<file path="config.mk">
export PLATFORM = sky130hd
export DESIGN_NAME = seq_chunk_adder
export DESIGN_NICKNAME = d
export VERILOG_FILES = /design/src/rtl/adder_pkg.sv /design/src/rtl/chunk_cla.sv /design/src/rtl/seq_chunk_adder.sv
export SDC_FILE = /design/constraint.sdc
export NUM_CORES = 1
export LEC_CHECK = 0
export ABC_AREA = 0
export CAP_MARGIN = 20
export CORE_UTILIZATION = 51
export CTS_CLUSTER_DIAMETER = 100
export DETAILED_ROUTE_END_ITERATION = 7
export PLACE_DENSITY = 0.8
export SYNTH_ARGS = -nofsm -noshare
export SYNTH_HDL_FRONTEND = slang
export SYNTH_HIERARCHICAL = 1
export SYNTH_SLANG_ARGS = --single-unit
</file>
<file path="constraint.sdc">
create_clock -name clk -period 4.91 [get_ports clk]
set_input_delay 0.982 -clock clk [delete_from_list [all_inputs] [get_ports clk]]
set_output_delay 0.982 -clock clk [all_outputs]
set_load 0.03 [all_outputs]
</file>
<file path="src/rtl/adder_pkg.sv">
// Shared types and helpers for the chunked sequential adder.
// No logic; latency n/a.
// No flow control; consumed by seq_chunk_adder.
package adder_pkg;

    // Operation phases: waiting for operands, adding chunks, holding result.
    typedef enum logic [1:0] {
        IDLE = 2'd0,
        RUN  = 2'd1,
        DONE = 2'd2
    } state_t;

    // Width of the chunk index counter; a single chunk still needs one bit.
    function automatic int idx_width(input int nchunk);
        return (nchunk > 1) ? $clog2(nchunk) : 1;
    endfunction

endpackage

</file>
<file path="src/rtl/chunk_cla.sv">
// CHUNK-bit carry-lookahead adder slice: s = a + b + cin, cout = carry out.
// Latency: purely combinational.
// Backpressure: none.
module chunk_cla #(
    parameter int CHUNK = 8
) (
    input  logic [CHUNK-1:0] a,
    input  logic [CHUNK-1:0] b,
    input  logic             cin,
    output logic [CHUNK-1:0] s,
    output logic             cout
);

    logic [CHUNK-1:0] w_p;
    logic [CHUNK-1:0] w_g;
    logic [CHUNK:0]   w_c;
    logic             w_term;

    assign w_p = a ^ b;
    assign w_g = a & b;

    // Every carry is a flat sum of generate terms propagated through the
    // bits above them, plus cin propagated through all lower bits.
    always_comb begin
        w_c    = '0;
        w_term = 1'b0;
        for (int i = 0; i <= CHUNK; i++) begin
            w_term = cin;
            for (int j = 0; j < i; j++) begin
                w_term = w_term & w_p[j];
            end
            w_c[i] = w_term;
            for (int j = 0; j < i; j++) begin
                w_term = w_g[j];
                for (int k = j + 1; k < i; k++) begin
                    w_term = w_term & w_p[k];
                end
                w_c[i] = w_c[i] | w_term;
            end
        end
    end

    assign s    = w_p ^ w_c[CHUNK-1:0];
    assign cout = w_c[CHUNK];

endmodule

</file>
<file path="src/rtl/seq_chunk_adder.sv">
// Sequential add/subtract, CHUNK bits per cycle through one shared CLA slice.
// Latency: result valid WIDTH/CHUNK cycles after the accept edge.
// Backpressure: result held in DONE until out_ready; no accept while busy.
module seq_chunk_adder #(
    parameter int WIDTH = 32,
    parameter int CHUNK = 8
) (
    input  logic             clk,
    input  logic             rst_n,
    input  logic             in_valid,
    output logic             in_ready,
    input  logic [WIDTH-1:0] a,
    input  logic [WIDTH-1:0] b,
    input  logic             sub,
    output logic             out_valid,
    input  logic             out_ready,
    output logic [WIDTH-1:0] sum,
    output logic             carry_out,
    output logic             overflow
);
    import adder_pkg::*;

    localparam int NCHUNK = WIDTH / CHUNK;
    localparam int IDXW   = idx_width(NCHUNK);
    localparam logic [IDXW-1:0] LAST_IDX = IDXW'(NCHUNK - 1);

    state_t r_state;
    state_t w_next;

    logic [WIDTH-1:0] r_a;
    logic [WIDTH-1:0] r_b;       // operand B already inverted for subtract
    logic             r_carry;
    logic [IDXW-1:0]  r_idx;
    logic [WIDTH-1:0] r_sum;
    logic             r_co;
    logic             r_ov;

    logic             w_accept;
    logic             w_last;
    logic [CHUNK-1:0] w_a_chunk;
    logic [CHUNK-1:0] w_b_chunk;
    logic [CHUNK-1:0] w_s;
    logic             w_cout;

    assign w_last    = (r_idx == LAST_IDX);
    assign w_a_chunk = r_a[CHUNK*int'(r_idx) +: CHUNK];
    assign w_b_chunk = r_b[CHUNK*int'(r_idx) +: CHUNK];

    chunk_cla #(
        .CHUNK (CHUNK)
    ) u_cla (
        .a    (w_a_chunk),
        .b    (w_b_chunk),
        .cin  (r_carry),
        .s    (w_s),
        .cout (w_cout)
    );

    // State register.
    always_ff @(posedge clk or negedge rst_n) begin
        if (!rst_n) begin
            r_state <= IDLE;
        end else begin
            r_state <= w_next;
        end
    end

    // Next state and handshake outputs, decoded from the current state only.
    always_comb begin
        w_next    = r_state;
        in_ready  = 1'b0;
        out_valid = 1'b0;
        w_accept  = 1'b0;
        case (r_state)
            IDLE: begin
                in_ready = 1'b1;
                if (in_valid) begin
                    w_accept = 1'b1;
                    w_next   = RUN;
                end
            end
            RUN: begin
                if (w_last) begin
                    w_next = DONE;
                end
            end
            DONE: begin
                out_valid = 1'b1;
                if (out_ready) begin
                    w_next = IDLE;
                end
            end
            default: w_next = IDLE;
        endcase
    end

    // Datapath: capture operands on accept, then fold in one chunk per RUN
    // cycle; the final chunk also latches carry and signed overflow.
    always_ff @(posedge clk or negedge rst_n) begin
        if (!rst_n) begin
            r_a     <= '0;
            r_b     <= '0;
            r_carry <= 1'b0;
            r_idx   <= '0;
            r_sum   <= '0;
            r_co    <= 1'b0;
            r_ov    <= 1'b0;
        end else if (w_accept) begin
            r_a     <= a;
            r_b     <= sub ? ~b : b;
            r_carry <= sub;
            r_idx   <= '0;
        end else if (r_state == RUN) begin
            r_sum[CHUNK*int'(r_idx) +: CHUNK] <= w_s;
            r_carry <= w_cout;
            if (w_last) begin
                r_idx <= '0;
                r_co  <= w_cout;
                r_ov  <= (r_a[WIDTH-1] == r_b[WIDTH-1]) &&
                         (w_s[CHUNK-1] != r_a[WIDTH-1]);
            end else begin
                r_idx <= r_idx + IDXW'(1);
            end
        end
    end

    assign sum       = r_sum;
    assign carry_out = r_co;
    assign overflow  = r_ov;

endmodule

</file>
==> flow_summary.yaml <==
detailed_routing:
  vias: 3399
  drtPass1Iterations: 4
  post_drt_wl_per_cell_um: 17.3
  ant_nets: 0
  drtIter0Drc: 181
  drc: 0
  wl_mm: 10.6
  avgViaCountPerCell: 5.55
global_route:
  track_usage_pct: 22.5
  antenna_found_initial: 0
  grt_overflow_total: 0
  grt_pass1_vias: 3404
  grt_pass1_wl_mm: 17.3
  grt_max_degree: 97
worst_setup_path:
  worstPathCellList: "buf_4, mux4_1, ha_1, and2_4, a31o_1, or4_4, a32oi_1, and3b_1, a21oi_1, o21ai_0"
  crit_type: "reg -> reg"
  critPathRequiredTime_ns: 5.15
  startpoint_type: "flop"
  cp_slowest_cell: "dfrtp_1"
  end_kind: "flop"
  crit_arrival_ns: 4.25
  crit_fanout: 16
  cpPeakStageDelay_ns: 0.91
sta:
  finalSetupTns_ns: 0
  final_max_slew_viol_count: 0
  fin_crit_sh_pct: 81.7
  setup_violations: 0
  rsz0062_at_grt: "no"
  final.setup_skew_ns: 0.00930
  fin_crit_ns: 4.01
  maxSlewHeadroom_pct: 36.2
  fmax_ghz: 0.249
  tightest_slew_ns: 0.958
  hold_viol: 0
cts:
  cts_tree: "yes"
  clk_latency_ns: 0.37
  clock-sinks: 103
  ctsHoldBuffers: 0
  cts_root_buffer: "clkbuf_8"
  clock_path_buffers: 2
  post_cts_resized: 0
  clkTransAtPathRegs_ns: 0.10
  cts_setup_buffers: 0
  ctsHtreeMaxLevel: 3
  cts_made_buffers: 9
place:
  port_buffers: 104
  placed_cells: 596
  dpl_cell_area_um2: 6080
  place_congestion: 0.841
  hpwlAfterDp_mm: 8.08
floorplanning:
  rows: 35
  fp.dieH_um: 101
  die_area_um2: 10200
  boundaryPins: 105
  die_w_um: 101
  start_util_pct: 53.4
  coreArea_um2: 9370
final_layout:
  final_cells: 612
  nets: 562
  area.growth.synth_to_final_pct: 25.7
  antennaDiodeCount: 0
  drive_gt1_share_pct: 14.9
  fin_area_um2: 6290
yosys:
  synth-async-reset-ratio_pct: 100
  synth_area_leaders: "dfrtp_1 (51%), mux2_2 (6.7%), xnor2_1 (6.1%)"
  ys.warnings.count: 6
  avgSynthCellArea_um2: 13.1
  synth_top_area_cell: "dfrtp_1"
  synth_ff_type: "dfrtp_1"
  synth_edf_count: 0
  syn-num-nets: 467
  ys_ff_latch: 103
  yosysTopAreaCellShare_pct: 51.5
  netlist_area_um2: 5010
  syn_inst: 383
  yosys.cell_types.count: 46
  synth.yosys.seq_area_share_pct: 51.5
status:
  status: "finished, final reports clean"
flow_run:
  cap_violations: 0
pwr:
  switchingPower_mw: 2.03
  combPwrFrac_pct: 55.3
  vdd_ir_drop_max_mv: 0.352
  switching_share_pct: 42.9
  p_int_mw: 2.70
  finalPower_mw: 4.74
  cellPowerDensity_nw_per_um2: 753
  power.share.clock_pct: 11.8
  leakagePower_nw: 2.62
  power_frac_seq_pct: 32.9
worst_hold_path:
  hold_class: "reg -> reg"
==> logic make-up (layout without fill, tap and decap cells) <==
group	after synthesis	count (layout)	synth area share, %
simple gates	67	67	7.87
mux	50	50	15.4
compound gates	85	85	11.7
fa+ha+maj	15	15	3.90
xor+xnor	36	36	6.30
flops	103	103	51.5
buf+inv	27	127	3.32
==> registers in the layout, summed over array words and instances (netlist names) <==
name	flops
r_b	32
r_carry	1
r_a	32
r_state	2
overflow	1
r_idx	2
sum	32
carry_out	1
==> per-stage QoR <==
step	util, %	setup WS [ns]	hold WS (ns)
final	67.2	0.900	0.508
after global routing	67.2	0.630	0.517
after CTS	67.2	0.895	0.504
after detailed placement	64.9	0.923	0.490
after global placement	64.9	1.06	0.469
after floorplan	-	1.48	0.449
==> cell type report <==
| cell class | instances | area, um^2 |
|---|---|---|
| clock buffers | 11 | 151 |
| clock inverters | 5 | 62.6 |
| fillers | 740 | 3080 |
| inverters | 4 | 20.0 |
| multi-input cells | 253 | 2260 |
| flip-flops and latches | 103 | 2580 |
| well taps | 129 | 161 |
| repair buffers | 107 | 1060 |
==> Yosys cell counts, drive strengths merged (2+ instances only) <==
library cell    n
nand2           6
o21ai           5
inv             4
buf            21
and4b           2
mux4           16
o21a            2
dfrtp         103
mux2           33
nand3b          2
ha             14
and3b           3
a21oi          37
xnor2          35
clkbuf          2
nor3b           2
nor2           43
a22o           34
==> final timing paths <==
kind	start	to	slack, ns	cells past startpoint
max in group asynchronous	rst_n	overflow$_DFFE_PN0P_	3.23	2
min in group asynchronous	rst_n	sum[2]$_DFFE_PN0P_	0.69	1
worst min-delay path	r_a[28]$_DFFE_PN0P_	r_a[28]$_DFFE_PN0P_	0.51	1
worst min register to register	r_a[28]$_DFFE_PN0P_	r_a[28]$_DFFE_PN0P_	0.51	1
worst max register to register	r_idx[0]$_DFFE_PN0P_	overflow$_DFFE_PN0P_	0.90	10
worst max-delay path	r_idx[0]$_DFFE_PN0P_	overflow$_DFFE_PN0P_	0.90	10
==> power groups by stage <==
| stage | sequential [mW] | combinational, mW | clock (mW) |
|---|---|---|---|
| 6_report | 1.56 | 2.62 | 0.557 |
| 5_1_grt | 1.60 | 2.85 | 0.604 |
| 4_1_cts | 1.56 | 2.61 | 0.566 |
| 3_5_place_dp | 1.58 | 2.59 | 0 |
| 3_3_place_gp | 1.57 | 2.48 | 0 |
| 2_1_floorplan | 1.59 | 1.81 | 0 |
==> cell usage in the layout (no fill, tap or decap), types with 3 or more instances in the layout <==
master,count
a21oi_1,36
a22o_1,34
buf_4,4
clkbuf_8,11
clkdlybuf4s50_1,102
dfrtp_1,103
ha_1,14
inv_1,3
inv_6,3
mux2_1,3
mux2_2,30
mux4_1,8
mux4_2,8
nand2_1,6
nor2_1,43
o21ai_0,5
xnor2_1,35
==> metal layers <==
metal | track usage [%] | wire (um) | share of wire, %
met5 | 0 | 0 | 0
met3 | 4.16 | 498 | 4.7
met1 | 29.7 | 4580 | 43
met2 | 37.0 | 5230 | 49
met4 | 9.36 | 281 | 2.7
==> critical path: cells and delay by family (launching register included) <==
family	cells	cell delay (ns)
flip-flops	1	0.91
AND/OR/NAND/NOR	3	0.85
AO/OA/AOI/OAI	4	0.85
multiplexers	1	0.58
adder cells (fa/ha/maj)	1	0.37
buffers and inverters	1	0.33
No activity file was read; power rests on OpenSTA's default activity.
